--- src/rtl/multicycle_control_unit.sv ---
// Moore-style control unit for the multicycle ARM-subset datapath: sequencing FSM, ALU decoder,
// PC/write-enable logic and conditional execution with stored NZCV. MULTICYCLE_MOV_EN adds MOV (cmd 1101).
module multicycle_control_unit #(
    parameter int         ALUCTRL_W = 3,
    parameter logic [3:0] PC_REG    = 4'd15
) (
    input  logic                 clk,
    input  logic                 rst_n,
    input  logic [3:0]           Cond,
    input  logic [1:0]           Op,
    input  logic [5:0]           Funct,
    input  logic [3:0]           Rd,
    input  logic [3:0]           ALUFlags,
    output logic                 PCWrite,
    output logic                 IRWrite,
    output logic                 RegWrite,
    output logic                 MemWrite,
    output logic                 AdrSrc,
    output logic                 ALUSrcA,
    output logic [1:0]           ALUSrcB,
    output logic [1:0]           ResultSrc,
    output logic [1:0]           ImmSrc,
    output logic [1:0]           RegSrc,
    output logic [ALUCTRL_W-1:0] ALUControl,
    output logic                 NoWrite,
    output logic                 MOVInstr,
    output logic [3:0]           Flags
);
    typedef enum logic [3:0] {
        FETCH, DECODE, MEMADR, MEMRD, MEMWB, MEMWR, EXECR, EXECI, ALUWB, BRANCH
    } state_t;

    localparam bit EOR_EN = (ALUCTRL_W >= 3);
    localparam logic [ALUCTRL_W-1:0] ALU_ADD = ALUCTRL_W'(0);
    localparam logic [ALUCTRL_W-1:0] ALU_SUB = ALUCTRL_W'(1);
    localparam logic [ALUCTRL_W-1:0] ALU_AND = ALUCTRL_W'(2);
    localparam logic [ALUCTRL_W-1:0] ALU_ORR = ALUCTRL_W'(3);
    localparam logic [ALUCTRL_W-1:0] ALU_EOR = ALUCTRL_W'(4);

    state_t     state_reg, state_next;
    logic [3:0] flags_reg;
    logic       cond_ex_reg;
    logic       cond_ex_next;
    logic       cond_ex;
    logic       next_pc, ir_write, reg_w, mem_w, branch, alu_op;
    logic       adr_src, alu_src_a;
    logic [1:0] alu_src_b, result_src;
    logic [ALUCTRL_W-1:0] dec_ctrl;
    logic       dec_supported, dec_arith, dec_cmp, dp_step, pcs;
    logic [1:0] flag_w, flag_load;
`ifdef MULTICYCLE_MOV_EN
    logic       dec_mov;
`endif

    always_ff @(posedge clk) begin
        if (!rst_n) begin
            state_reg   <= FETCH;
            flags_reg   <= 4'b0000;
            cond_ex_reg <= 1'b0;
        end else begin
            state_reg <= state_next;
            // Condition is resolved once in DECODE so ALUWB is not affected by the EXEC flag update.
            if (state_reg == DECODE)
                cond_ex_reg <= cond_ex_next;
            if (flag_load[1])
                flags_reg[3:2] <= ALUFlags[3:2];
            if (flag_load[0])
                flags_reg[1:0] <= ALUFlags[1:0];
        end
    end

    always_comb begin
        state_next = state_reg;
        next_pc    = 1'b0;
        ir_write   = 1'b0;
        reg_w      = 1'b0;
        mem_w      = 1'b0;
        branch     = 1'b0;
        alu_op     = 1'b0;
        adr_src    = 1'b0;
        alu_src_a  = 1'b0;
        alu_src_b  = 2'b00;
        result_src = 2'b00;
        case (state_reg)
            FETCH: begin
                next_pc = 1'b1; ir_write = 1'b1;
                alu_src_a = 1'b1; alu_src_b = 2'b10; result_src = 2'b10;
                state_next = DECODE;
            end
            DECODE: begin
                alu_src_a = 1'b1; alu_src_b = 2'b10; result_src = 2'b10;
                case (Op)
                    2'b01:   state_next = MEMADR;
                    2'b00:   state_next = Funct[5] ? EXECI : EXECR;
                    2'b10:   state_next = BRANCH;
                    default: state_next = FETCH;
                endcase
            end
            MEMADR: begin
                alu_src_b  = 2'b01;
                state_next = Funct[0] ? MEMRD : MEMWR;
            end
            MEMRD:  begin adr_src = 1'b1; state_next = MEMWB; end
            MEMWB:  begin result_src = 2'b01; reg_w = 1'b1; state_next = FETCH; end
            MEMWR:  begin adr_src = 1'b1; mem_w = 1'b1; state_next = FETCH; end
            EXECR:  begin alu_op = 1'b1; state_next = ALUWB; end
            EXECI:  begin alu_src_b = 2'b01; alu_op = 1'b1; state_next = ALUWB; end
            ALUWB:  begin reg_w = 1'b1; state_next = FETCH; end
            BRANCH: begin
                alu_src_b = 2'b01; result_src = 2'b10; branch = 1'b1;
                state_next = FETCH;
            end
            default: state_next = FETCH;
        endcase
    end

    always_comb begin
        dec_ctrl      = ALU_ADD;
        dec_supported = 1'b1;
        dec_arith     = 1'b0;
        dec_cmp       = 1'b0;
`ifdef MULTICYCLE_MOV_EN
        dec_mov       = 1'b0;
`endif
        case (Funct[4:1])
            4'b0100: begin dec_ctrl = ALU_ADD; dec_arith = 1'b1; end
            4'b0010: begin dec_ctrl = ALU_SUB; dec_arith = 1'b1; end
            4'b0000: dec_ctrl = ALU_AND;
            4'b1100: dec_ctrl = ALU_ORR;
            4'b0001: begin
                if (EOR_EN) dec_ctrl = ALU_EOR;
                else        dec_supported = 1'b0;
            end
            4'b1010: begin dec_ctrl = ALU_SUB; dec_arith = 1'b1; dec_cmp = 1'b1; end
`ifdef MULTICYCLE_MOV_EN
            4'b1101: begin dec_ctrl = ALU_ADD; dec_mov = 1'b1; end
`endif
            default: dec_supported = 1'b0;
        endcase
    end

    // Writeback suppression must persist from EXEC into ALUWB.
    assign dp_step    = alu_op | (state_reg == ALUWB);
    assign ALUControl = (alu_op && dec_supported) ? dec_ctrl : ALU_ADD;
    assign flag_w     = (alu_op && dec_supported) ? {Funct[0], Funct[0] & dec_arith} : 2'b00;
    assign NoWrite    = dp_step & (~dec_supported | dec_cmp);
`ifdef MULTICYCLE_MOV_EN
    assign MOVInstr   = dp_step & dec_mov;
`else
    assign MOVInstr   = 1'b0;
`endif

    always_comb begin
        case (Cond)
            4'b0000: cond_ex_next = flags_reg[2];
            4'b0001: cond_ex_next = ~flags_reg[2];
            4'b0010: cond_ex_next = flags_reg[1];
            4'b0011: cond_ex_next = ~flags_reg[1];
            4'b0100: cond_ex_next = flags_reg[3];
            4'b0101: cond_ex_next = ~flags_reg[3];
            4'b0110: cond_ex_next = flags_reg[0];
            4'b0111: cond_ex_next = ~flags_reg[0];
            4'b1000: cond_ex_next = flags_reg[1] & ~flags_reg[2];
            4'b1001: cond_ex_next = ~flags_reg[1] | flags_reg[2];
            4'b1010: cond_ex_next = (flags_reg[3] == flags_reg[0]);
            4'b1011: cond_ex_next = (flags_reg[3] != flags_reg[0]);
            4'b1100: cond_ex_next = ~flags_reg[2] & (flags_reg[3] == flags_reg[0]);
            4'b1101: cond_ex_next = flags_reg[2] | (flags_reg[3] != flags_reg[0]);
            4'b1110: cond_ex_next = 1'b1;
            default: cond_ex_next = 1'b0;
        endcase
    end

    assign cond_ex = (state_reg == DECODE) ? cond_ex_next : cond_ex_reg;

    for (genvar gi = 0; gi < 2; gi++) begin : g_flag_load
        assign flag_load[gi] = flag_w[gi] & cond_ex;
    end

    assign pcs       = ((Rd == PC_REG) & reg_w) | branch;
    assign PCWrite   = rst_n & (next_pc | (pcs & cond_ex));
    assign IRWrite   = rst_n & ir_write;
    assign RegWrite  = rst_n & reg_w & cond_ex & ~NoWrite;
    assign MemWrite  = rst_n & mem_w & cond_ex;
    assign AdrSrc    = adr_src;
    assign ALUSrcA   = alu_src_a;
    assign ALUSrcB   = alu_src_b;
    assign ResultSrc = result_src;
    assign ImmSrc    = Op;
    assign RegSrc    = {Op == 2'b01, Op == 2'b10};
    assign Flags     = flags_reg;
endmodule

--- config.mk ---
export PLATFORM = sky130hd
export DESIGN_NAME = multicycle_control_unit
export DESIGN_NICKNAME = d
export VERILOG_FILES = /design/src/rtl/multicycle_control_unit.sv
export SDC_FILE = /design/constraint.sdc
export NUM_CORES = 1
export LEC_CHECK = 0
export ABC_AREA = 1
export CELL_PAD_IN_SITES_DETAIL_PLACEMENT = 1
export CELL_PAD_IN_SITES_GLOBAL_PLACEMENT = 2
export CORE_MARGIN = 10
export CORE_UTILIZATION = 20
export DETAILED_ROUTE_END_ITERATION = 10
export GPL_ROUTABILITY_DRIVEN = 0
export PLACE_DENSITY = 0.92
export SLEW_MARGIN = 20
export SYNTH_ARGS = -nofsm -noshare
export SYNTH_HDL_FRONTEND = slang
export SYNTH_SLANG_ARGS = --single-unit
export TNS_END_PERCENT = 10
--- constraint.sdc ---
create_clock -name clk -period 4 [get_ports clk]
set_input_delay 0.4 -clock clk [delete_from_list [all_inputs] [get_ports clk]]
set_output_delay 0.4 -clock clk [all_outputs]
set_load 0.005 [all_outputs]
==> impl_metrics.yaml <==
run_status:
  outcome: "finished, final reports clean"
synthesis:
  ys_top_cells_by_area: "dfxtp_1 (19%), nand2_1 (13%), inv_1 (12%), nor2_1 (10%), nand3_1 (9.6%)"
  yosysTopAreaCell: "dfxtp_1"
  yosysWarnings: 0
  seq_area_frac_synth_pct: 19.15
  ys_ff_latch: 9
  syn_nets: 191
  syn_area_um2: 940.9
  ys_types: 27
  synthCells: 169
  synth.avg_cell_area_um2: 5.567
  synth_top_area_share_pct: 19.15
grt:
  gr-usage-all-layers_pct: 8.709
  antenna_found_initial: 0
  grt_pass1_wl_mm: 5.540
  grt_pass1_vias: 1261
  overflow: 0
  grt_max_degree: 10
setup_path:
  cp_common_cell: "nand2_1"
  crit_path_end_kind: "output port"
  cp.arrival_ns: 2.44
  crit_type: "in -> out"
  worstPathCellList: "clkdlybuf4s50_1 > inv_1 > nor2_1 > nand3_1 > nand2_1 > nand2_1 > nand2_1 > nor2_1 > nand2_1 > nand2_2 > nand2_4 > nand2_2 > nor3_2 > clkdlybuf4s50_1"
  cpPeakStageDelay_ns: 0.53
  worstSetupStartpointType: "primary input"
  reg2reg_slack_ns: 2.51
  path_delay_family: "buffers and inverters"
  crit_required_ns: 3.60
  path_max_fanout: 9
  path_buf_inv: 3
  cp_slowest_cell: "clkdlybuf4s50_1"
power_and_ir_drop:
  p_leak_uw: 0.0006293
  powerDensity_nw_per_um2: 231.5
  total_power_uw: 335.2
  ir_drop_mv: 0.08914
timing:
  rsz0062_at_grt: "no"
  fin_worst_skew_ns: 0.003511
  hold_viol: 0
  setup_tns_ns: 0
  setup_violations: 0
  hold-worst-slack_ns: 0.5611
  drv_slew: 0
  period_needed_ns: 2.841
  max_clock_freq_ghz: 0.3520
  fin_crit_sh_pct: 71.02
final_layout:
  area_growth_pct: 53.86
  seqCellArea_um2: 180.2
  fillers: 595
  drive_gt1_share_pct: 11.79
  multiInputGateArea_um2: 588.1
  diodes: 0
  finalNetCount: 235
  final_cell_mix: "clkdlybuf4s50_1 (43), nand2_1 (33), inv_1 (31)"
  final_common_cell: "clkdlybuf4s50_1"
die:
  row_count: 24
  ios: 45
  start_util_pct: 21.17
  dieWidth_um: 88.59
  die_area_um2: 7848
  die_y_um: 88.59
  core_um2: 4444
detailed_routing:
  dr.pass1.iters: 4
  avgViaCountPerCell: 4.428
  drcViolationCount: 0
  num_vias: 1169
  wl_mm: 3.321
  avgRoutedWirePerCell_um: 12.58
  antenna_left: 0
  first_iter_violations: 15
clock_tree:
  post_cts_resized: 0
  cts_max_level: 1
  cts_setup_buffers: 0
  cts_buffers: 3
  clockRootBuffer: "clkbuf_8"
  ctsHoldBuffers: 0
  clk_path_buf_depth: 2
  clock_latency_ns: 0.23
  clk_pin_slew_worst_paths_ns: 0.04
  clkSinkCount: 9
  tritoncts: "yes"
worst_hold_path:
  holdCritPathClass: "reg -> reg"
placement:
  io_buffer_count: 43
  hpwlAfterDp_mm: 2.847
flow_run:
  max_cap_violations: 0
==> synth_stat cells <==
library cell / number
a31oi_1: 1
o22ai_1: 1
conb_1: 1
inv_2: 6
o22ai_2: 1
nor2_4: 1
o211ai_1: 3
nand2_1: 33
nor3_2: 1
dfxtp_1: 9
or2_1: 1
inv_1: 31
nor2_2: 4
nand3_2: 1
a21oi_2: 2
nand3_1: 18
o21ai_0: 2
nor4_1: 1
nand3b_1: 1
nor2_1: 25
nand4_1: 2
buf_4: 3
a21oi_1: 10
nor3_1: 4
nand2_2: 5
nand2_4: 1
buf_6: 1
==> power by group <==
part	total [µW]	switching [µW]	internal, µW
clock	105	35.9	69.4
combinational	129	66.7	62.2
sequential	101	6.06	94.9
total	335	109	227
==> logic make-up after synthesis <==
group / after synthesis / share of synthesized area [%]
AO/OA/AOI/OAI: 20 / 13.30
buffers and inverters: 41 / 18.35
flip-flops: 9 / 19.15
other: 1 / 0.3986
AND/OR/NAND/NOR: 98 / 48.80
==> routing by layer <==
layer	GRT usage (%)	routed length, µm
met3	5.147	416
met4	2.203	0
met1	9.100	1357
met2	14.67	1547
met5	0	0
==> layout make-up <==
| type | instances | share of cell area [%] |
|---|---|---|
| tap | 52 | 4.494 |
| sequential | 9 | 12.45 |
| inverter | 37 | 9.594 |
| multi-input combinational | 119 | 40.62 |
| timing repair buffer | 43 | 29.73 |
| clock buffer | 4 | 3.111 |
==> worst paths after layout <==
check,from,to,cells after the start
hold reg to reg,Flags[1]$_SDFFE_PN0P_,Flags[1]$_SDFFE_PN0P_,2
hold / removal,Flags[1]$_SDFFE_PN0P_,Flags[1]$_SDFFE_PN0P_,2
setup reg to reg,Flags[3]$_SDFFE_PN0P_,Flags[2]$_SDFFE_PN0P_,13
setup / recovery,Cond[3],RegWrite,14
==> per-stage QoR <==
step | utilization [%] | instance area (µm²) | cells | worst slack (ns)
3_3_place_gp | 31.56 | 1403 | 260 | 1.109
4_1_cts | 32.57 | 1448 | 264 | 1.120
6_report | 32.57 | 1448 | 264 | 1.159
3_5_place_dp | 31.56 | 1403 | 260 | 1.139
5_1_grt | 32.57 | 1448 | 264 | 0.8763
2_1_floorplan | - | 940.9 | 169 | 2.400
==> tightest hold or removal path: cells and delay by family (launching register included) <==
| kind | cells | cell delay, ns |
|---|---|---|
| AND/OR/NAND/NOR | 1 | 0.05 |
| flip-flops | 1 | 0.34 |
| AO/OA/AOI/OAI | 1 | 0.12 |
(Power assumes the default switching activity.)
